[src/rtl/a2d_intf_if.sv]
// rtl/a2d_intf_if.sv - conversion request/result and SPI pins between motion_cntrl, a2d_intf and the ADC.
interface a2d_intf_if;
    logic        strt_cnv;
    logic [2:0]  chnnl;
    logic        cnv_cmplt;
    logic [11:0] res;
    logic        SS_n;
    logic        SCLK;
    logic        MOSI;
    logic        MISO;

    modport slave (
        input  strt_cnv,
        input  chnnl,
        input  MISO,
        output cnv_cmplt,
        output res,
        output SS_n,
        output SCLK,
        output MOSI
    );

    modport master (
        output strt_cnv,
        output chnnl,
        output MISO,
        input  cnv_cmplt,
        input  res,
        input  SS_n,
        input  SCLK,
        input  MOSI
    );
endinterface

[src/rtl/a2d_intf.sv]
// rtl/a2d_intf.sv - two-frame SPI conversion engine for an ADC128S-class converter.
// Frame 1 sends the channel command; frame 2 repeats it and captures the 12-bit result.
module a2d_intf #(
    parameter int FRAME_GAP = 32
) (
    input  logic        clk,
    input  logic        rst,
    a2d_intf_if.slave   bus
);

    typedef enum logic [1:0] {IDLE, FRAME1, GAP, FRAME2} state_t;

    state_t      state_q, state_d;
    logic [4:0]  div_q, div_d;
    logic [4:0]  fall_cnt_q, fall_cnt_d;
    logic [15:0] gap_cnt_q, gap_cnt_d;
    logic [2:0]  chnnl_q, chnnl_d;
    logic [15:0] tx_q, tx_d;
    logic [11:0] rx_q, rx_d;
    logic        ss_n_q, ss_n_d;
    logic        sclk_q, sclk_d;
    logic        mosi_q, mosi_d;
    logic        cmplt_q, cmplt_d;
    logic [11:0] res_q, res_d;
    logic        in_frame;

    always_comb begin
        state_d    = state_q;
        div_d      = div_q;
        fall_cnt_d = fall_cnt_q;
        gap_cnt_d  = gap_cnt_q;
        chnnl_d    = chnnl_q;
        tx_d       = tx_q;
        rx_d       = rx_q;
        cmplt_d    = cmplt_q;
        res_d      = res_q;
        in_frame   = 1'b0;

        case (state_q)
            IDLE: begin
                if (bus.strt_cnv) begin
                    chnnl_d    = bus.chnnl;
                    tx_d       = {2'b00, bus.chnnl, 11'h000};
                    div_d      = 5'b10111;
                    fall_cnt_d = 5'd0;
                    cmplt_d    = 1'b0;
                    state_d    = FRAME1;
                end
            end
            FRAME1, FRAME2: begin
                div_d = div_q + 5'd1;
                if (div_q == 5'b01111) begin
                    rx_d = {rx_q[10:0], bus.MISO};
                end
                if (div_q == 5'b11111) begin
                    // The 17th fall is never driven: it closes the frame instead.
                    if (fall_cnt_q == 5'd16) begin
                        if (state_q == FRAME1) begin
                            tx_d      = {2'b00, chnnl_q, 11'h000};
                            gap_cnt_d = 16'd0;
                            state_d   = GAP;
                        end else begin
                            res_d   = rx_q;
                            cmplt_d = 1'b1;
                            state_d = IDLE;
                        end
                    end else begin
                        fall_cnt_d = fall_cnt_q + 5'd1;
                        // Bit 15 is already on MOSI from frame start, so the first fall keeps it.
                        if (fall_cnt_q != 5'd0) begin
                            tx_d = {tx_q[14:0], 1'b0};
                        end
                    end
                end
            end
            GAP: begin
                gap_cnt_d = gap_cnt_q + 16'd1;
                if (gap_cnt_q == 16'(FRAME_GAP - 1)) begin
                    div_d      = 5'b10111;
                    fall_cnt_d = 5'd0;
                    state_d    = FRAME2;
                end
            end
            default: state_d = IDLE;
        endcase

        in_frame = (state_d == FRAME1) || (state_d == FRAME2);
        ss_n_d   = !in_frame;
        sclk_d   = in_frame ? div_d[4] : 1'b1;
        mosi_d   = in_frame ? tx_d[15] : 1'b0;
    end

    always_ff @(posedge clk or posedge rst) begin
        if (rst) begin
            state_q    <= IDLE;
            div_q      <= 5'd0;
            fall_cnt_q <= 5'd0;
            gap_cnt_q  <= 16'd0;
            chnnl_q    <= 3'd0;
            tx_q       <= 16'h0000;
            rx_q       <= 12'h000;
            ss_n_q     <= 1'b1;
            sclk_q     <= 1'b1;
            mosi_q     <= 1'b0;
            cmplt_q    <= 1'b0;
            res_q      <= 12'h000;
        end else begin
            state_q    <= state_d;
            div_q      <= div_d;
            fall_cnt_q <= fall_cnt_d;
            gap_cnt_q  <= gap_cnt_d;
            chnnl_q    <= chnnl_d;
            tx_q       <= tx_d;
            rx_q       <= rx_d;
            ss_n_q     <= ss_n_d;
            sclk_q     <= sclk_d;
            mosi_q     <= mosi_d;
            cmplt_q    <= cmplt_d;
            res_q      <= res_d;
        end
    end

    assign bus.SS_n      = ss_n_q;
    assign bus.SCLK      = sclk_q;
    assign bus.MOSI      = mosi_q;
    assign bus.cnv_cmplt = cmplt_q;
    assign bus.res       = res_q;

endmodule

[src/flat_wrapper.sv]
// flat-port wrapper written by rule: the top's interface ports become plain ports
module a2d_intf_flat 
#(
    parameter int FRAME_GAP = 32
)
  (clk, rst, bus_strt_cnv, bus_chnnl, bus_MISO, bus_cnv_cmplt, bus_res, bus_SS_n, bus_SCLK, bus_MOSI);
  a2d_intf_if bus_i ();
  input  logic clk;
  input  logic rst;
  input wire logic [$bits(bus_i.strt_cnv)-1:0] bus_strt_cnv;
  input wire logic [$bits(bus_i.chnnl)-1:0] bus_chnnl;
  input wire logic [$bits(bus_i.MISO)-1:0] bus_MISO;
  output wire logic [$bits(bus_i.cnv_cmplt)-1:0] bus_cnv_cmplt;
  output wire logic [$bits(bus_i.res)-1:0] bus_res;
  output wire logic [$bits(bus_i.SS_n)-1:0] bus_SS_n;
  output wire logic [$bits(bus_i.SCLK)-1:0] bus_SCLK;
  output wire logic [$bits(bus_i.MOSI)-1:0] bus_MOSI;
  assign bus_i.strt_cnv = bus_strt_cnv;
  assign bus_i.chnnl = bus_chnnl;
  assign bus_i.MISO = bus_MISO;
  assign bus_cnv_cmplt = bus_i.cnv_cmplt;
  assign bus_res = bus_i.res;
  assign bus_SS_n = bus_i.SS_n;
  assign bus_SCLK = bus_i.SCLK;
  assign bus_MOSI = bus_i.MOSI;
  a2d_intf #(.FRAME_GAP(FRAME_GAP)) u_core (.clk(clk), .rst(rst), .bus(bus_i));
endmodule
[config.mk]
export PLATFORM = sky130hd
export DESIGN_NAME = a2d_intf_flat
export DESIGN_NICKNAME = d
export VERILOG_FILES = /design/src/rtl/a2d_intf_if.sv /design/src/rtl/a2d_intf.sv /design/src/flat_wrapper.sv
export SDC_FILE = /design/constraint.sdc
export NUM_CORES = 1
export LEC_CHECK = 0
export ABC_CLOCK_PERIOD_IN_PS = 5500
export CAP_MARGIN = 10
export CORE_MARGIN = 1
export CORE_UTILIZATION = 45
export DETAILED_ROUTE_END_ITERATION = 6
export GPL_ROUTABILITY_DRIVEN = 0
export SLEW_MARGIN = 20
export SYNTH_ARGS = -nofsm -noshare
export SYNTH_HDL_FRONTEND = slang
export SYNTH_SLANG_ARGS = --single-unit
[constraint.sdc]
create_clock -name clk -period 5.5 [get_ports clk]
set_clock_uncertainty 0.05 [all_clocks]
set_input_delay 0.55 -clock clk [delete_from_list [all_inputs] [get_ports clk]]
set_output_delay 0.55 -clock clk [all_outputs]
set_load 0.05 [all_outputs]
==> flow_summary_export.csv, run 1 <==
group,metric,value,unit
sta,rsz0062_at_grt,"false",
placement,hpwl,3.63,mm
critical_path,setup.worst_path.class,"reg -> reg",
critical_path,critPathCaptureType,"flip-flop",
critical_path,r2r-end,"u_core.bus.res[11]$_DFFE_PP0P_",
clock_network,cts_setup_buffers,0,
yosys,syn_area_per_cell,12.0,um2
final_layout,drive_gt1_share,15.7,%
floorplan,fp.dieW,87.0,um
sta,setup_slack,3.06,ns
global_routing,grt_pass1_vias,1961,
sta,period_minus_slack,2.44,ns
pwr,power.total,1.36,mW
pwr,powerDensity,361,nW/um2
global_routing,grt_usage,17.0,%
final_layout,diodes,0,
min_path,hold_depth,2,
critical_path,worstSetupStartpointType,"flip-flop",
flow_run,cap_violations,0,
placement,port_buffers,22,
critical_path,cpLargestDelayFamily,"simple AND/OR/NAND/NOR gates",
drt,vias_per_cell,5.18,
critical_path,worstPathArrival,2.63,ns
critical_path,r2r_slack,3.06,ns
clock_network,cts_sinks,74,
critical_path,cp_num_cells,6,
global_routing,grt_max_degree,75,
critical_path,cp.required,5.69,ns
clock_network,cts_buffer_depth,2,
min_path,timing.hold.worst.start,"u_core.tx_q[12]$_DFFE_PP0P_",
floorplan,ioPinCount,23,
final_layout,mostFrequentLayoutCells,"dfrtp_1 (72), clkdlybuf4s50_1 (22), nand2_1 (20), mux2_2 (20), nor2_1 (19)",
drt,dr_total_vias,2053,
clock_network,h-tree-depth,3,
placement,post-place-ws,3.05,ns
pwr,vdd_drop_max,0.000217,V
yosys,yosysUniqueCellTypes,43,
yosys,synth.cell_area,3250,um2
clock_network,numCtsBuffers,9,
global_routing,grt_remaining_overflow,0,
sta,finalSetupViolations,0,
global_routing,antenna_found_initial,0,
global_routing,grt_pass1_wl,9.58,mm
min_path,hold_end,"u_core.tx_q[12]$_DFFE_PP0P_",
critical_path,worstRegToRegCells,6,
yosys,synth_edf_count,0,
critical_path,slowest_stage,"or2_1",
clock_network,tritoncts,"yes",
drt,routed_wl,5.54,mm
floorplan,coreArea,6870,um2
drt,wire_per_inst,14.0,um
clock_network,clock_latency,0.36,ns
critical_path,slowest_delay,0.56,ns
drt,route.detailed.drc,0,
yosys,synthArstFlopShare,100,%
sta,setup_tns,0,ns
sta,max-slew-margin-rel,39.4,%
drt,drt-initial-drc-count,84,
critical_path,path_max_fanout,13,
pwr,power_leakage,1.76,nW
sta,tightest_slew,0.909,ns
final_layout,layout-area-overhead-vs-synth,15.8,%
sta,drv_slew,0,
critical_path,cpMostUsedCell,"ha_1",
status,status,"completed",
floorplan,std_cell_rows,30,
yosys,synthCells,270,
clock_network,ctsHoldBuffers,0,
drt,ant_nets,0,
floorplan,die_area,7560,um2
yosys,synth_flop_cell,"dfrtp_1",
floorplan,die_y,87.0,um
clock_network,cts_resized,0,
final_layout,layout.nets,309,
yosys,synthesis.nets,283,
critical_path,r2r_start,"u_core.div_q[0]$_DFFE_PP0P_",
drt,drtPass1Iterations,5,
floorplan,start_util,47.3,%
critical_path,crit_buf_inv,0,
final_layout,final_common_cell,"dfrtp_1",
clock_network,clk_pin_slew_worst_paths,0.08,ns
critical_path,path_cells,"ha_1, and3_1, ha_1, nand4_1, or2_1, mux2_2",
min_path,hp-class,"reg -> reg",
yosys,yosys_warnings,0,
sta,post-route-period-util,44.3,%
clock_network,clock-root-buffer,"clkbuf_8",
sta,fmax,0.411,GHz
yosys,seq_area_frac_synth,57.1,%
final_layout,finish.utilization,54.8,%
sta,hold_violations,0,
yosys,yosys_register_bits,74,
-- metal layers --
layer / vias up / track usage, % / wire, um
li1: 1007 / - / -
met1: 1008 / 24.0 / 2820
met2: 26 / 23.8 / 2430
met3: 12 / 3.98 / 141
met4: 0 / 10.5 / 150
met5: - / 0 / 0
-- registers in the layout, summed over array words and instances, names as in the netlist --
| register | flops |
|---|---|
| u_core.rx_q | 12 |
| u_core.tx_q | 15 |
| u_core.bus.res | 12 |
| u_core.bus.cnv_cmplt | 1 |
| u_core.bus.SCLK | 1 |
| u_core.fall_cnt_q | 5 |
| u_core.div_q | 5 |
| u_core.bus.MOSI | 1 |
| u_core.state_q | 2 |
| u_core.bus.SS_n | 1 |
| u_core.chnnl_q | 3 |
| u_core.gap_cnt_q | 16 |
-- how the worst max path moves through the flow --
stage	startpoint	end	slack, ns
global placement	u_core.div_q[0]$_DFFE_PP0P_	u_core.bus.res[9]$_DFFE_PP0P_	3.06
finish	u_core.div_q[0]$_DFFE_PP0P_	u_core.bus.res[11]$_DFFE_PP0P_	3.06
CTS	u_core.div_q[0]$_DFFE_PP0P_	u_core.bus.res[10]$_DFFE_PP0P_	3.03
floorplan	rst	u_core.bus.MOSI$_DFF_PP0_	3.02
global route	u_core.div_q[0]$_DFFE_PP0P_	u_core.bus.res[10]$_DFFE_PP0P_	2.95
detailed placement	u_core.div_q[0]$_DFFE_PP0P_	u_core.bus.res[10]$_DFFE_PP0P_	3.05
-- worst min-delay path, delay by kind of cell, from the launching register on --
kind             cells  cell delay [ns]
and+or+nand+nor      2             0.11
DFF                  1             0.35
-- per-stage QoR --
stage	std cells	cell area (um2)	hold slack, ns
2_1_floorplan	270	3250	0.397
5_1_grt	396	3760	0.461
3_3_place_gp	381	3550	0.415
4_1_cts	396	3760	0.438
3_5_place_dp	381	3550	0.421
6_report	396	3760	0.436
-- Yosys cell counts (2+ instances only) --
cell / number / area, um2
nor3_1: 3 / 15.0
buf_6: 2 / 22.5
nand3_1: 11 / 55.1
xor2_1: 8 / 70.1
nor4_1: 2 / 12.5
and2_1: 2 / 12.5
nand4_1: 6 / 37.5
mux2_2: 20 / 225
a22o_1: 10 / 87.6
clkbuf_1: 5 / 18.8
nand2_1: 20 / 75.1
dfstp_2: 2 / 52.6
a222oi_1: 3 / 30.0
xnor2_1: 6 / 52.6
and4_1: 2 / 17.5
o21ai_0: 7 / 35.0
and3_1: 5 / 31.3
nor2_1: 19 / 71.3
nor2b_1: 2 / 12.5
inv_1: 11 / 41.3
dfrtp_1: 72 / 1800
ha_1: 6 / 75.1
or3_1: 4 / 25.0
nand2b_1: 5 / 31.3
mux2_1: 9 / 101
a21oi_1: 9 / 45.0
buf_4: 2 / 15.0
o22ai_1: 2 / 12.5
-- report_power, final --
part | internal [mW] | switching (mW)
Clock | 0.254 | 0.210
Sequential | 0.619 | 0.0516
Combinational | 0.103 | 0.122
Total | 0.976 | 0.383
-- layout make-up --
type	count	area, um2
tap	96	120
multi-input combinational	176	1300
fill	609	3110
clock buffer	9	124
sequential	74	1850
timing repair buffer	24	235
inverter	11	41.3
clock inverter	6	91.3
-- kinds of logic after synthesis --
logic type	after synthesis	synth area share [%]
buf+inv	20	3.00
flops	74	57.1
simple gates	89	15.6
xor+xnor	14	3.77
mux	30	10.4
compound gates	37	7.93
fa+ha+maj	6	2.31
(Power assumes the default switching activity.)
==> run 2, diff against run 1 <==
--- a/config.mk
+++ b/config.mk
@@ -5,12 +5,13 @@
 export SDC_FILE = /design/constraint.sdc
 export NUM_CORES = 1
 export LEC_CHECK = 0
-export ABC_CLOCK_PERIOD_IN_PS = 5500
+export ABC_CLOCK_PERIOD_IN_PS = 2000
 export CAP_MARGIN = 10
 export CORE_MARGIN = 1
 export CORE_UTILIZATION = 45
 export DETAILED_ROUTE_END_ITERATION = 6
 export GPL_ROUTABILITY_DRIVEN = 0
+export PLACE_DENSITY = 0.66
 export SLEW_MARGIN = 20
 export SYNTH_ARGS = -nofsm -noshare
 export SYNTH_HDL_FRONTEND = slang
==> constraint.sdc (replaced) <==
create_clock -name clk -period 2 [get_ports clk]
set_clock_uncertainty 0.05 [all_clocks]
set_input_delay 0.2 -clock clk [delete_from_list [all_inputs] [get_ports clk]]
set_output_delay 0.2 -clock clk [all_outputs]
set_load 0.05 [all_outputs]
==> run 2 against run 1 <==
Against the previous run: sequential power rose to 2.8 times the previous value; critical path depth is the same; clock power grew to 2.6 times the previous value; die area did not move; first-iteration DRC count fell by 3.6%; non-clock buffer count rose by 28; sequential share of layout area decreased by 4.4 points.
==> flow_summary_export.csv, run 2 (synthesis results as in run 1) <==
group,metric,value,unit
final_layout,layout-area-overhead-vs-synth,27.2,%
final_layout,reg_top3,"u_core.gap_cnt_q: 16 flops, u_core.tx_q: 15 flops",
final_layout,drive_gt1_share,28.9,%
sta,hold_violations,0,
critical_path,slowest_delay,0.40,ns
sta,rsz0062_at_grt,"true",
flow_run,cap_violations,0,
pwr,p_sw,1.15,mW
critical_path,worstSetupStartpointType,"flip-flop",
critical_path,r2r_slack,0.08,ns
floorplan,start_util,47.3,%
sta,post-route-period-util,96.2,%
final_layout,final_common_cell,"dfrtp_1",
global_routing,grt_pass1_wl,9.92,mm
drt,dr_total_vias,2183,
global_routing,grt_max_degree,39,
critical_path,worstPathArrival,2.15,ns
pwr,pwr-share-clk,31.4,%
drt,wire_per_inst,14.1,um
floorplan,coreArea,6870,um2
clock_network,clock-root-buffer,"clkbuf_8",
clock_network,ctsHoldBuffers,0,
clock_network,tritoncts,"yes",
global_routing,grt_pass1_vias,2127,
pwr,intPower,2.72,mW
status,status,"completed",
critical_path,path_cells,"ha_1, and3_1, nand4_2, a211o_1, or3_1, a21oi_1",
clock_network,cts_buffer_depth,2,
pwr,seqPwrFrac,47.9,%
drt,drtPass1Iterations,4,
critical_path,r2r_start,"u_core.gap_cnt_q[0]$_DFFE_PP0P_",
critical_path,critPathCaptureType,"flip-flop",
clock_network,clock_latency,0.36,ns
placement,dp_cells,399,
sta,period_minus_slack,1.92,ns
clock_network,numCtsBuffers,9,
critical_path,slowest_stage,"dfrtp_1",
sta,drv_slew,0,
clock_network,clk_pin_slew_worst_paths,0.09,ns
drt,vias_per_cell,5.14,
clock_network,cts_sinks,74,
final_layout,layout.nets,337,
clock_network,h-tree-depth,3,
min_path,hp-class,"in -> async",
placement,port_buffers,22,
floorplan,std_cell_rows,30,
floorplan,fp.dieW,87.0,um
sta,tightest_slew,0.518,ns
sta,finalSetupViolations,0,
critical_path,setup.worst_path.class,"reg -> reg",
final_layout,mostFrequentLayoutCells,"dfrtp_1 (72), buf_4 (24), clkdlybuf4s50_1 (22), nand2_1 (20), mux2_2 (20)",
drt,routed_wl,5.99,mm
critical_path,cp.required,2.22,ns
pwr,swShare,29.7,%
final_layout,top_register,"u_core.gap_cnt_q",
pwr,powerDensity,937,nW/um2
critical_path,worstRegToRegCells,6,
pwr,vdd_drop_max,0.000684,V
global_routing,grt_usage,17.2,%
final_layout,nFillCells,560,
floorplan,die_area,7560,um2
drt,route.detailed.drc,0,
drt,ant_nets,0,
critical_path,cpLargestDelayFamily,"simple AND/OR/NAND/NOR gates",
global_routing,grt_remaining_overflow,0,
pwr,power.total,3.87,mW
final_layout,largest_reg_flops,16,
pwr,power_leakage,1.96,nW
final_layout,diodes,0,
drt,drt-initial-drc-count,81,
floorplan,die_y,87.0,um
critical_path,crit_buf_inv,0,
sta,fmax,0.520,GHz
critical_path,r2r-end,"u_core.fall_cnt_q[3]$_DFFE_PP0P_",
critical_path,path_max_fanout,6,
placement,hpwl,3.83,mm
sta,max-slew-margin-rel,65.4,%
pwr,pwr-share-comb,20.7,%
global_routing,antenna_found_initial,0,
floorplan,ioPinCount,23,
final_layout,fin_cells,425,
==> run 2: power by group through the flow <==
| stage | clock network (mW) | registers [mW] | logic (mW) |
|---|---|---|---|
| after detailed placement | 0 | 1.87 | 0.711 |
| after global routing | 1.29 | 1.89 | 0.897 |
| final | 1.22 | 1.86 | 0.802 |
| after CTS | 1.26 | 1.85 | 0.718 |
| after global placement | 0 | 1.87 | 0.696 |
| after floorplan | 0 | 1.93 | 0.434 |
==> run 2: metrics by stage <==
step / area (um2) / utilization (%) / worst slack, ns / setup TNS, ns / hold WS [ns]
2_1_floorplan: 3280 / - / -0.0118 / -0.106 / 0.298
3_3_place_gp: 3760 / 54.8 / 0.0348 / 0 / 0.420
3_5_place_dp: 3760 / 54.8 / -0.0162 / -0.0285 / 0.422
4_1_cts: 3990 / 58.0 / 0.00720 / 0 / 0.221
5_1_grt: 4130 / 60.2 / -0.0265 / -0.185 / 0.245
6_report: 4130 / 60.2 / 0.0767 / 0 / 0.216
==> run 2: worst max path at each step <==
stage                                                 from                          endpoint  slack, ns  cells after the start
final                      u_core.gap_cnt_q[0]$_DFFE_PP0P_  u_core.fall_cnt_q[3]$_DFFE_PP0P_       0.08                      6
after global routing      u_core.fall_cnt_q[1]$_DFFE_PP0P_     u_core.bus.res[4]$_DFFE_PP0P_      -0.03                      7
after CTS                      u_core.div_q[0]$_DFFE_PP0P_       u_core.tx_q[12]$_DFFE_PP0P_      0.007                      7
after detailed placement       u_core.div_q[0]$_DFFE_PP0P_  u_core.fall_cnt_q[4]$_DFFE_PP0P_      -0.02                      7
after global placement    u_core.fall_cnt_q[1]$_DFFE_PP0P_   u_core.gap_cnt_q[1]$_DFFE_PP0P_       0.03                      8
after floorplan           u_core.fall_cnt_q[0]$_DFFE_PP0P_     u_core.bus.res[0]$_DFFE_PP0P_      -0.01                      8
==> run 2: tightest hold or removal path: stages <==
cell and delay [ns]:
clkdlybuf4s50_1 0.44, clkinvlp_4 0.13, buf_12 0.22
==> run 2: timing repair <==
action | CTS | global route
setup endpoints to repair | 3 | 44
gates resized for setup | 2 | 16
gates cloned | 0 | 1
pin swaps | 1 | 7
setup buffers | 0 | 9
==> run 2: metal layers <==
layer / routed length, um / vias to the layer above / global-route usage (%)
met5: 0 / - / 0
met4: 90 / 0 / 7.27
met3: 216 / 9 / 4.64
met2: 2820 / 35 / 25.8
met1: 2860 / 1084 / 23.5
li1: - / 1055 / -
==> run 2: area by class of cell <==
type | count | area (um2) | share of cell area, %
multi-input cells | 176 | 1390 | 33.6
well taps | 96 | 120 | 2.91
clock inverters | 7 | 85.1 | 2.06
repair buffers | 52 | 517 | 12.5
clock buffers | 9 | 124 | 3.00
flip-flops and latches | 74 | 1850 | 44.9
inverters | 11 | 45.0 | 1.09
==> run 3, diff against run 2 <==
--- a/config.mk
+++ b/config.mk
@@ -11,8 +11,10 @@
 export CORE_UTILIZATION = 45
 export DETAILED_ROUTE_END_ITERATION = 6
 export GPL_ROUTABILITY_DRIVEN = 0
+export HOLD_SLACK_MARGIN = 0.06
 export PLACE_DENSITY = 0.66
 export SLEW_MARGIN = 20
 export SYNTH_ARGS = -nofsm -noshare
 export SYNTH_HDL_FRONTEND = slang
 export SYNTH_SLANG_ARGS = --single-unit
+export TNS_END_PERCENT = 1
==> run 3 against run 2 <==
Against the previous run: wire length fell by 0.10%; critical path depth up 1; clock power decreased by 7%; count of clock-buffer cells in the layout grew 1; first-iteration DRC count rose by 1.2%; critical endpoint is now u_core.bus.res[7]$_DFFE_PP0P_; combinational power rose by 3.1%.
==> flow_summary_export.csv, run 3 (synthesis results as in run 1) <==
group,metric,value,unit
floorplan,ioPinCount,23,
drt,wire_per_inst,13.9,um
sta,holdWs,0.258,ns
critical_path,critPathCaptureType,"flip-flop",
clock_network,cts_buffer_depth,2,
sta,hold_violations,0,
clock_network,tritoncts,"yes",
final_layout,drive_gt1_share,25.5,%
placement,port_buffers,22,
critical_path,r2r_slack,0.02,ns
drt,vias_per_cell,5.17,
clock_network,clock_latency,0.34,ns
drt,drtPass1Iterations,6,
critical_path,r2r-end,"u_core.bus.res[7]$_DFFE_PP0P_",
flow_run,cap_violations,0,
clock_network,clock-root-buffer,"clkbuf_8",
critical_path,cp.required,2.18,ns
sta,rsz0062_at_grt,"true",
sta,post-route-period-util,99.2,%
critical_path,r2r_start,"u_core.fall_cnt_q[1]$_DFFE_PP0P_",
global_routing,grt_pass1_vias,2217,
global_routing,grt_pass1_wl,10.4,mm
final_layout,top_register,"u_core.gap_cnt_q",
final_layout,reg_top3,"u_core.gap_cnt_q: 16 flops, u_core.tx_q: 15 flops",
clock_network,ctsHoldBuffers,0,
sta,tightest_slew,0.501,ns
final_layout,diodes,0,
final_layout,largest_reg_flops,16,
clock_network,h-tree-depth,3,
sta,finalSetupViolations,0,
final_layout,mostFrequentLayoutCells,"dfrtp_1 (72), buf_4 (31), clkdlybuf4s50_1 (22), nand2_1 (20), mux2_2 (20)",
placement,hpwl,3.95,mm
drt,drt-initial-drc-count,82,
drt,routed_wl,5.98,mm
sta,period_minus_slack,1.98,ns
clock_network,clk_pin_slew_worst_paths,0.08,ns
drt,dr_total_vias,2216,
critical_path,setup.worst_path.class,"reg -> reg",
drt,ant_nets,0,
global_routing,antenna_found_initial,0,
pwr,vdd_drop_max,0.000758,V
global_routing,grt_max_degree,75,
floorplan,die_y,87.0,um
floorplan,std_cell_rows,30,
critical_path,worstPathArrival,2.16,ns
sta,max-slew-margin-rel,66.5,%
clock_network,numCtsBuffers,9,
floorplan,coreArea,6870,um2
global_routing,grt_remaining_overflow,0,
critical_path,crit_start,"u_core.fall_cnt_q[1]$_DFFE_PP0P_",
drt,route.detailed.drc,0,
critical_path,worstRegToRegCells,7,
sta,fmax,0.504,GHz
status,status,"completed",
floorplan,fp.dieW,87.0,um
final_layout,final_common_cell,"dfrtp_1",
clock_network,cts_sinks,74,
pwr,powerDensity,937,nW/um2
critical_path,worstSetupStartpointType,"flip-flop",
final_layout,layout-area-overhead-vs-synth,25.1,%
final_layout,finish.utilization,59.2,%
pwr,power_leakage,1.92,nW
sta,drv_slew,0,
floorplan,start_util,47.3,%
global_routing,grt_usage,17.8,%
min_path,hp-class,"in -> async",
critical_path,critPathCapture,"u_core.bus.res[7]$_DFFE_PP0P_",
final_layout,layout.nets,341,
critical_path,path_max_fanout,13,
floorplan,die_area,7560,um2
-- run 3: final cells by class --
class                      count  area [um2]
multi-input combinational    176        1340
clock inverter                 6        67.6
inverter                      11        45.0
fill                         567        2800
clock buffer                  10         128
tap                           96         120
timing repair buffer          56         513
sequential                    74        1850
-- run 3: critical path: stages (launching register included) --
cell and delay [ns]:
dfrtp_1 0.39, inv_2 0.07, ha_2 0.19, nor3b_4 0.22
nand4_1 0.18, or2_1 0.30, buf_12 0.16, mux2_1 0.31
-- run 3: how the worst min path moves through the flow --
| stage | start | to | slack, ns | cells after the start |
|---|---|---|---|---|
| 2_1_floorplan | bus_chnnl[1] | u_core.tx_q[12]$_DFFE_PP0P_ | 0.30 | 2 |
| 3_3_place_gp | u_core.tx_q[13]$_DFFE_PP0P_ | u_core.tx_q[13]$_DFFE_PP0P_ | 0.41 | 2 |
| 3_5_place_dp | u_core.tx_q[13]$_DFFE_PP0P_ | u_core.tx_q[13]$_DFFE_PP0P_ | 0.42 | 2 |
| 4_1_cts | rst | u_core.gap_cnt_q[4]$_DFFE_PP0P_ | 0.27 | 3 |
| 5_1_grt | rst | u_core.bus.res[10]$_DFFE_PP0P_ | 0.30 | 3 |
| 6_report | rst | u_core.gap_cnt_q[15]$_DFFE_PP0P_ | 0.26 | 3 |
-- run 3: per-stage QoR --
stage          setup TNS [ns]  setup WS, ns  cell area, um2  total power [mW]  instances
2_1_floorplan          -0.942        -0.105            3250              2.32        270
5_1_grt                -0.977       -0.0922            4070              4.02        429
3_3_place_gp                0        0.0347            3780              2.58        407
6_report                    0        0.0158            4070              3.81        429
3_5_place_dp           -0.204       -0.0272            3780              2.61        407
4_1_cts                     0      0.000527            4000              3.77        424
-- run 3: layer usage --
metal | share of wire [%] | routed length (um) | track usage, % | vias up
met4 | 1.2 | 73 | 6.82 | 0
met3 | 3.0 | 182 | 4.27 | 7
met1 | 48 | 2880 | 22.8 | 1105
met5 | 0 | 0 | 0 | -
li1 | - | - | - | 1071
met2 | 48 | 2850 | 29.4 | 33
-- run 3: timing repair --
action	in CTS	in global routing
buffers inserted	1	5
hold endpoints to repair	0	0
resized for setup	2	7
setup endpoints to repair	14	33
pin swaps	1	7
-- run 3: power by group --
part | total [mW] | leakage (nW) | internal, mW | switching [mW]
Clock | 1.14 | 0.0925 | 0.578 | 0.559
Combinational | 0.827 | 0.842 | 0.432 | 0.395
Sequential | 1.85 | 0.989 | 1.70 | 0.145
Total | 3.81 | 1.92 | 2.71 | 1.10
